### src/rtl/nn_neuron_mac.sv
`default_nettype none
// ============================================================================
// Module      : nn_neuron_mac
// Description : Single fixed-point neuron stage. Streams 2**ADDR_LEN signed
//               inputs, multiplies each by a host-loaded weight, accumulates,
//               adds the bias, applies ReLU and emits one activation per input
//               vector on a valid/ready output.
//               Optional feature macro: NNT_SAT_EN (saturating narrowing;
//               when undefined the result wraps to DATA_LEN bits).
// Revision    : 1.0 - initial release
// ============================================================================
module nn_neuron_mac #(
    parameter int ADDR_LEN  = 2,
    parameter int DATA_LEN  = 16,
    parameter int FRAC_BITS = 8
) (
    input  logic                clk_i,
    input  logic                reset_i,
    input  logic                w_we_i,
    input  logic                w_sel_bias_i,
    input  logic [ADDR_LEN-1:0] w_addr_i,
    input  logic [DATA_LEN-1:0] w_data_i,
    input  logic                in_valid_i,
    output logic                in_ready_o,
    input  logic [DATA_LEN-1:0] in_data_i,
    output logic                out_valid_o,
    input  logic                out_ready_i,
    output logic [DATA_LEN-1:0] out_data_o,
    output logic                busy_o
);

    localparam int N       = 2 ** ADDR_LEN;
    localparam int PROD_LEN = 2 * DATA_LEN;
    // Sum of N full-width products cannot exceed this width.
    localparam int ACC_LEN = PROD_LEN + ADDR_LEN;
    localparam logic [ADDR_LEN-1:0] LAST_IDX = ADDR_LEN'(N - 1);

    typedef enum logic [1:0] {
        ST_IDLE  = 2'd0,
        ST_ACCUM = 2'd1,
        ST_BIAS  = 2'd2,
        ST_OUT   = 2'd3
    } state_t;

    state_t                       state_q, state_d;
    logic signed [DATA_LEN-1:0]   weight_q [N];
    logic signed [DATA_LEN-1:0]   bias_q;
    logic signed [ACC_LEN-1:0]    acc_q;
    logic        [ADDR_LEN-1:0]   idx_q;
    logic                         out_valid_q;
    logic        [DATA_LEN-1:0]   out_data_q;

    logic                         accept;
    logic signed [PROD_LEN-1:0]   prod;
    logic signed [ACC_LEN-1:0]    bias_shifted;
    logic signed [ACC_LEN-1:0]    sum_biased;
    logic signed [ACC_LEN-1:0]    shifted;
    logic        [ACC_LEN-1:0]    relu;
    logic        [DATA_LEN-1:0]   result;

    assign accept = in_valid_i && (state_q == ST_ACCUM);

    // Registered weight always read here, so a same-cycle write to weight[idx]
    // only affects later beats.
    assign prod         = $signed(in_data_i) * weight_q[idx_q];
    assign bias_shifted = {{(ACC_LEN-DATA_LEN){bias_q[DATA_LEN-1]}}, bias_q} <<< FRAC_BITS;
    assign sum_biased   = acc_q + bias_shifted;
    assign shifted      = sum_biased >>> FRAC_BITS;
    assign relu         = sum_biased[ACC_LEN-1] ? '0 : shifted;

`ifdef NNT_SAT_EN
    // ReLU output is non-negative, so any set bit at or above the sign
    // position of the narrow format means it does not fit.
    assign result = (|relu[ACC_LEN-1:DATA_LEN-1])
                  ? {1'b0, {(DATA_LEN-1){1'b1}}}
                  : relu[DATA_LEN-1:0];
`else
    assign result = relu[DATA_LEN-1:0];
    logic unused_hi_bits;
    assign unused_hi_bits = ^relu[ACC_LEN-1:DATA_LEN];
`endif

    // Host-writable weight and bias registers; writes land on the next edge.
    always_ff @(posedge clk_i or negedge reset_i) begin
        if (!reset_i) begin
            for (int i = 0; i < N; i++) begin
                weight_q[i] <= '0;
            end
            bias_q <= '0;
        end else if (w_we_i) begin
            if (w_sel_bias_i) begin
                bias_q <= w_data_i;
            end else begin
                weight_q[w_addr_i] <= w_data_i;
            end
        end
    end

    // FSM state register.
    always_ff @(posedge clk_i or negedge reset_i) begin
        if (!reset_i) begin
            state_q <= ST_IDLE;
        end else begin
            state_q <= state_d;
        end
    end

    // Next-state decode and state-derived outputs.
    always_comb begin
        state_d    = state_q;
        in_ready_o = 1'b0;
        busy_o     = (state_q != ST_IDLE);
        case (state_q)
            ST_IDLE:  state_d = ST_ACCUM;
            ST_ACCUM: begin
                in_ready_o = 1'b1;
                if (accept && (idx_q == LAST_IDX)) begin
                    state_d = ST_BIAS;
                end
            end
            ST_BIAS:  state_d = ST_OUT;
            ST_OUT: begin
                if (out_valid_q && out_ready_i) begin
                    state_d = ST_IDLE;
                end
            end
            default:  state_d = ST_IDLE;
        endcase
    end

    // Accumulator, beat index and registered result.
    always_ff @(posedge clk_i or negedge reset_i) begin
        if (!reset_i) begin
            acc_q       <= '0;
            idx_q       <= '0;
            out_valid_q <= 1'b0;
            out_data_q  <= '0;
        end else begin
            case (state_q)
                ST_ACCUM: begin
                    if (accept) begin
                        acc_q <= acc_q + {{ADDR_LEN{prod[PROD_LEN-1]}}, prod};
                        idx_q <= idx_q + ADDR_LEN'(1);
                    end
                end
                ST_BIAS: begin
                    acc_q       <= sum_biased;
                    out_data_q  <= result;
                    out_valid_q <= 1'b1;
                end
                ST_OUT: begin
                    if (out_ready_i) begin
                        out_valid_q <= 1'b0;
                        acc_q       <= '0;
                    end
                end
                default: ;
            endcase
        end
    end

    assign out_valid_o = out_valid_q;
    assign out_data_o  = out_data_q;

endmodule
`default_nettype wire
### config.mk
export PLATFORM = sky130hd
export DESIGN_NAME = nn_neuron_mac
export DESIGN_NICKNAME = d
export VERILOG_FILES = /design/src/rtl/nn_neuron_mac.sv
export SDC_FILE = /design/constraint.sdc
export NUM_CORES = 1
export LEC_CHECK = 0
export CAP_MARGIN = 0
export CORE_UTILIZATION = 59
export CTS_BUF_LIST = sky130_fd_sc_hd__clkbuf_4
export DETAILED_ROUTE_END_ITERATION = 10
export HOLD_SLACK_MARGIN = 0.1
export PLACE_DENSITY_LB_ADDON = 0.25
export SLEW_MARGIN = 20
export SYNTH_ARGS = -nofsm -noshare
export SYNTH_HDL_FRONTEND = slang
export SYNTH_SLANG_ARGS = --single-unit
### constraint.sdc
create_clock -name clk_i -period 9.15 [get_ports clk_i]
set_input_delay 1.3725 -clock clk_i [delete_from_list [all_inputs] [get_ports clk_i]]
set_output_delay 1.3725 -clock clk_i [all_outputs]
set_load 0.005 [all_outputs]
==> run_results.csv, run 1 <==
group,metric,value,unit
detailed_routing,ant_nets,0,
synth,synth_top_cell_area_share,28.7,%
clock_tree,cts_tree,"built",
synth,synth_area_leader_cell,"fa_1",
synth,yosysMostFrequentCell,"inv_1",
floorplanning,initial_core_util,60.1,%
synth,yosys_warnings,0,
detailed_routing,vias,14500,
timing,finalHoldViolCount,0,
synth,synth-async-reset-ratio,100,%
worst_setup_path,start_kind,"flop",
synth,ys_seq_elements,135,
clock_tree,cts_sinks,135,
timing,setup_ws,0.264,ns
floorplanning,rows,64,
worst_setup_path,critPathArrivalTime,9.32,ns
placed_design,gp_congestion,0.936,
floorplanning,core-area,30700,um^2
floorplanning,ios,59,
clock_tree,numCtsBuffers,17,
timing,maxSlewViolCount,0,
finish,fillers,2329,
detailed_routing,drc,0,
global_route,grt_pass1_vias,14600,
global_route,met2_usage,50.1,%
finish,drive_above_1_share,18.4,%
floorplanning,dieArea,32000,um^2
synth,synth_ff_type,"dfrtp_1",
worst_setup_path,cpMaxStageDelayCell,"mux4_1",
run,drv_cap,0,
timing,hold_ws,0.517,ns
floorplanning,die_y,179,um
timing,tightest_slew,0.991,ns
global_route,grt.busiest_layer,"met2",
worst_setup_path,crit_top_cell,"fa_1",
synth,syn_area,18400,um^2
clock_tree,root_buffer,"clkbuf_4",
placed_design,place_ws,-0.617,ns
clock_tree,cts.hold.buffers_added,0,
detailed_routing,wl,47300,um
synth,syn-instance-count,1917,
clock_tree,h-tree-depth,4,
finish,nNetsFinal,2579,
timing,fin_crit,8.89,ns
timing,setup_viol,0,
synth,synth_common_cells,"inv_1 (338), fa_1 (264), nand2_1 (205), ha_1 (148), dfrtp_1 (135)",
synth,synth-edff-count,0,
worst_hold_path,min_path_type,"reg2reg",
timing,skew,0.0250,ns
synth,ys_seq_area_share,18.3,%
status,status,"finished clean",
clock_tree,insertion_delay,0.55,ns
synth,syn-num-nets,2369,
synth,synth_area_per_cell,9.62,um^2
global_route,grt_antenna_before_repair,1,
placed_design,portBuffers,58,
timing,fin_crit_sh,97.1,%
global_route,grt_usage,28.7,%
finish,syn2layout_area_growth,16.8,%
global_route,overflow,0,
detailed_routing,detail_route.wl_per_cell,18.6,um
placed_design,dpl.hpwl,35700,um
global_route,grt_pass1_wl,71300,um
worst_setup_path,max_stage_delay,0.64,ns
clock_tree,cts.clk_slew.worst_paths,0.13,ns
worst_setup_path,crit_fanout,5,
detailed_routing,drt_iter0_markers,806,
synth,synth.area.top_cells,"fa_1 (29%), dfrtp_1 (18%), ha_1 (10%)",
finish,diodes,0,
synth,synth_cell_types,77,
worst_setup_path,cp.required,9.58,ns
clock_tree,cts.path.max_buffers,2,
timing,maxSlewHeadroom,33.7,%
detailed_routing,viasPerCell,5.70,
worst_setup_path,critical_path_class,"reg2reg",
worst_setup_path,cp-end-kind,"flop",
global_route,grt_max_degree,76,
global_route,use_met1,37.0,%
global_route,met3_usage,3.27,%
floorplanning,die_x,179,um
timing,clock.fmax,113,MHz
detailed_routing,firstDrtPassIters,5,
-- critical path: cells and delay by family, from the launching register on --
kind	cells	cell delay (ns)
DFF	1	0.47
muxes	1	0.64
and+or+nand+nor	6	0.99
AOI/OAI and AO/OA	13	2.59
buffers and inverters	5	0.52
xor gates and xnor gates	1	0.11
adders and majority gates	8	3.43
-- state kept, by name (all words and copies together), names as in the netlist --
register	cells
acc_q	34
bias_q	16
idx_q	2
out_data_o	16
out_valid_o	1
state_q	2
weight_q	64
-- per-layer routing --
metal / vias up / share of wire, %
met3: 111 / 4.2
met2: 364 / 51
met5: - / 0
li1: 6652 / -
met4: 0 / 4.3
met1: 7325 / 40
-- cell type report --
type                            count  area [um^2]  share of cell area (%)
Sequential cell                   135         3380                    15.7
Multi-Input combinational cell   1384        13900                    64.5
Timing Repair Buffer              251         2220                    10.3
Clock buffer                       19          143                   0.662
Tap cell                          396          495                    2.30
Inverter                          338         1270                    5.91
Clock inverter                     13          124                   0.575
-- timing repair --
action,4_1_cts,5_1_grt
endpoints found under the setup margin,2,10
gates cloned,0,7
resized for setup,3,64
buffers inserted,1,34
pin swaps,1,43
-- per-stage QoR --
step | utilization (%) | TNS [ns] | cells | cell area [um^2]
2_1_floorplan | - | 0 | 1917 | 18400
3_3_place_gp | 66.9 | -1.34 | 2461 | 20500
3_5_place_dp | 66.9 | -3.11 | 2461 | 20500
4_1_cts | 67.8 | 0 | 2494 | 20800
5_1_grt | 70.2 | -0.165 | 2536 | 21500
6_report | 70.2 | 0 | 2536 | 21500
-- final timing paths --
path / start / slack (ns) / cells after the start / to
setup / recovery: idx_q[0] / 0.26 / 34 / acc_q[33]
hold / removal: weight_q[40] / 0.52 / 1 / weight_q[40]
setup reg to reg: idx_q[0] / 0.26 / 34 / acc_q[33]
hold reg to reg: weight_q[40] / 0.52 / 1 / weight_q[40]
max in group asynchronous: reset_i / 6.98 / 2 / weight_q[61]
min in group asynchronous: reset_i / 0.77 / 1 / weight_q[50]
-- layout by cell type (no fill, tap or decap), types with 11 or more instances in the layout --
cell type / n
o211ai_1: 11
xor2_1: 18
o21ai_0: 32
mux4_2: 17
clkdlybuf4s50_1: 50
ha_1: 143
fa_1: 260
xnor2_1: 61
a31oi_1: 20
and2_1: 110
a21o_1: 29
inv_1: 335
nor2_1: 84
buf_4: 172
nor2b_1: 14
clkbuf_4: 19
o21bai_1: 12
dfrtp_1: 133
buf_6: 12
a21oi_1: 71
o21a_1: 16
mux2_2: 82
nand2_1: 203
o22ai_1: 22
-- cells by family (layout without fill, tap and decap cells) --
family          count (synthesis)  in the layout  share of synthesized area [%]
fa+ha+maj                     412            412                           38.7
buf+inv                       403            621                           8.24
flops                         135            135                           18.3
mux                           100            105                           7.00
compound gates                300            300                           11.3
xor+xnor                       80             80                           3.84
simple gates                  487            487                           12.6
Power of run 1 is left out: the tool's default activity adds up to more than one toggle a clock period on the data nets, which glitch-free logic cannot reach.
==> run 2: changes to the inputs <==
--- a/config.mk
+++ b/config.mk
@@ -5,13 +5,13 @@
 export SDC_FILE = /design/constraint.sdc
 export NUM_CORES = 1
 export LEC_CHECK = 0
-export CAP_MARGIN = 0
+export CAP_MARGIN = 20
 export CORE_UTILIZATION = 59
 export CTS_BUF_LIST = sky130_fd_sc_hd__clkbuf_4
 export DETAILED_ROUTE_END_ITERATION = 10
 export HOLD_SLACK_MARGIN = 0.1
 export PLACE_DENSITY_LB_ADDON = 0.25
-export SLEW_MARGIN = 20
+export SLEW_MARGIN = 10
 export SYNTH_ARGS = -nofsm -noshare
 export SYNTH_HDL_FRONTEND = slang
 export SYNTH_SLANG_ARGS = --single-unit
==> run 2 against run 1 <==
Critical path depth unchanged. Cell area down 1.5%. Wire length down 5.0%. Register-to-register slack better by 0.08 ns. Non-clock buffer count down 16. Final cell count down 0.75%. Sequential share of layout area up 0.25 points. Critical endpoint is now acc_q[31]. Utilization down 1.1 points. Flip-flop and latch count unchanged. First-iteration DRC count up 14%.
==> run_results.csv, run 2 (synthesized netlist as in run 1, its figures left out) <==
group,metric,value,unit
finish,largest_register_ffs,64,
worst_setup_path,crit_fanout,13,
placed_design,dpl.hpwl,35600,um
timing,maxSlewHeadroom,35.4,%
detailed_routing,wl,44900,um
placed_design,gp_congestion,0.936,
clock_tree,cts.path.max_buffers,2,
detailed_routing,drc,0,
clock_tree,cts_tree,"built",
timing,tightest_slew,0.969,ns
timing,clock.fmax,113,MHz
placed_design,portBuffers,58,
detailed_routing,firstDrtPassIters,5,
floorplanning,initial_core_util,60.1,%
timing,fin_crit_sh,96.8,%
finish,layout_common_cells,"inv_1 (337), fa_1 (262), nand2_1 (203), buf_4 (166), ha_1 (146)",
worst_setup_path,cp-end-kind,"flop",
global_route,grt_max_degree,76,
clock_tree,root_buffer,"clkbuf_4",
worst_setup_path,max_stage_delay,0.55,ns
finish,drive_above_1_share,17.0,%
global_route,grt_antenna_before_repair,1,
detailed_routing,detail_route.wl_per_cell,17.8,um
timing,skew,0.0394,ns
status,status,"finished clean",
placed_design,dp_cells,2462,
worst_setup_path,ff2ff_path_depth,32,
worst_hold_path,min_delay_path_depth,1,
timing,setup_viol,0,
finish,final_cells,2517,
floorplanning,rows,64,
finish,diodes,0,
worst_hold_path,min_path_type,"reg2reg",
clock_tree,h-tree-depth,4,
worst_setup_path,critical_path_class,"in2reg",
floorplanning,die_x,179,um
detailed_routing,vias,14300,
worst_setup_path,crit_top_cell,"fa_1",
worst_setup_path,critPathArrivalTime,9.36,ns
finish,top_register,"weight_q",
timing,setup_ws,0.295,ns
worst_setup_path,cp.required,9.65,ns
finish,layout_commonest_cell,"inv_1",
clock_tree,insertion_delay,0.57,ns
timing,fin_crit,8.86,ns
floorplanning,dieArea,32000,um^2
clock_tree,cts.hold.buffers_added,0,
run,drv_cap,0,
finish,nNetsFinal,2560,
finish,reg_top3,"weight_q: 64 flops, acc_q: 34 flops",
clock_tree,numCtsBuffers,17,
detailed_routing,drt_iter0_markers,922,
floorplanning,core-area,30700,um^2
worst_setup_path,start_kind,"input pin",
global_route,grt_pass1_vias,14400,
placed_design,place_ws,-0.555,ns
timing,maxSlewViolCount,0,
clock_tree,cts.clk_slew.worst_paths,0.14,ns
floorplanning,die_y,179,um
detailed_routing,ant_nets,0,
finish,syn2layout_area_growth,15.0,%
detailed_routing,viasPerCell,5.66,
timing,finalHoldViolCount,0,
floorplanning,ios,59,
clock_tree,cts_sinks,135,
worst_setup_path,cpMaxStageDelayCell,"fa_1",
global_route,grt_usage,28.8,%
global_route,overflow,0,
global_route,grt_pass1_wl,71500,um
[run 2: stage by stage]
stage | util [%] | area, um^2 | TNS, ns | hold slack (ns)
after floorplan | - | 18400 | 0 | 0.450
after global placement | 66.9 | 20500 | -1.34 | 0.474
after CTS | 68.1 | 20900 | 0 | 0.526
after global routing | 69.1 | 21200 | -0.105 | 0.543
after detailed placement | 66.9 | 20500 | -2.77 | 0.491
final | 69.1 | 21200 | 0 | 0.523
[run 2: path summary, 6_finish.rpt]
check,start,endpoint,slack [ns]
max reg2reg,idx_q[0],acc_q[31],0.34
max in group asynchronous,reset_i,idx_q[1],6.96
min in group asynchronous,reset_i,weight_q[50],0.74
min reg2reg,weight_q[43],weight_q[43],0.52
max,in_data_i[4],acc_q[31],0.29
min,weight_q[43],weight_q[43],0.52
[run 2: what timing repair did]
action	in CTS	in global routing
pin swaps	0	14
buffers inserted	4	16
cloned	1	2
setup endpoints to repair	2	10
gates resized for setup	1	40
[run 2: final cells by class]
type                            instances  area, um^2
Clock buffer                           17         128
Clock inverter                         15         151
Fill cell                            2373        9460
Inverter                              338        1270
Multi-Input combinational cell       1381       13700
Sequential cell                       135        3380
Tap cell                              396         495
Timing Repair Buffer                  235        2040
[run 2: layer usage]
layer  part of all wire, %  track usage [%]  up-vias
met5                     0                0        -
met4                   3.9             11.1        0
met3                   3.9             3.05       97
met2                    51             49.6      338
met1                    41             37.3     7218
li1                      -                -     6599
[run 2: worst max-delay path: cells and delay by family]
family,cells,cell delay (ns)
and+or+nand+nor,5,0.80
AOI/OAI and AO/OA,14,2.70
xor gates and xnor gates,1,0.16
buffers and inverters,6,1.07
adders and majority gates,8,3.25
Power of run 2 is left out for the same reason.
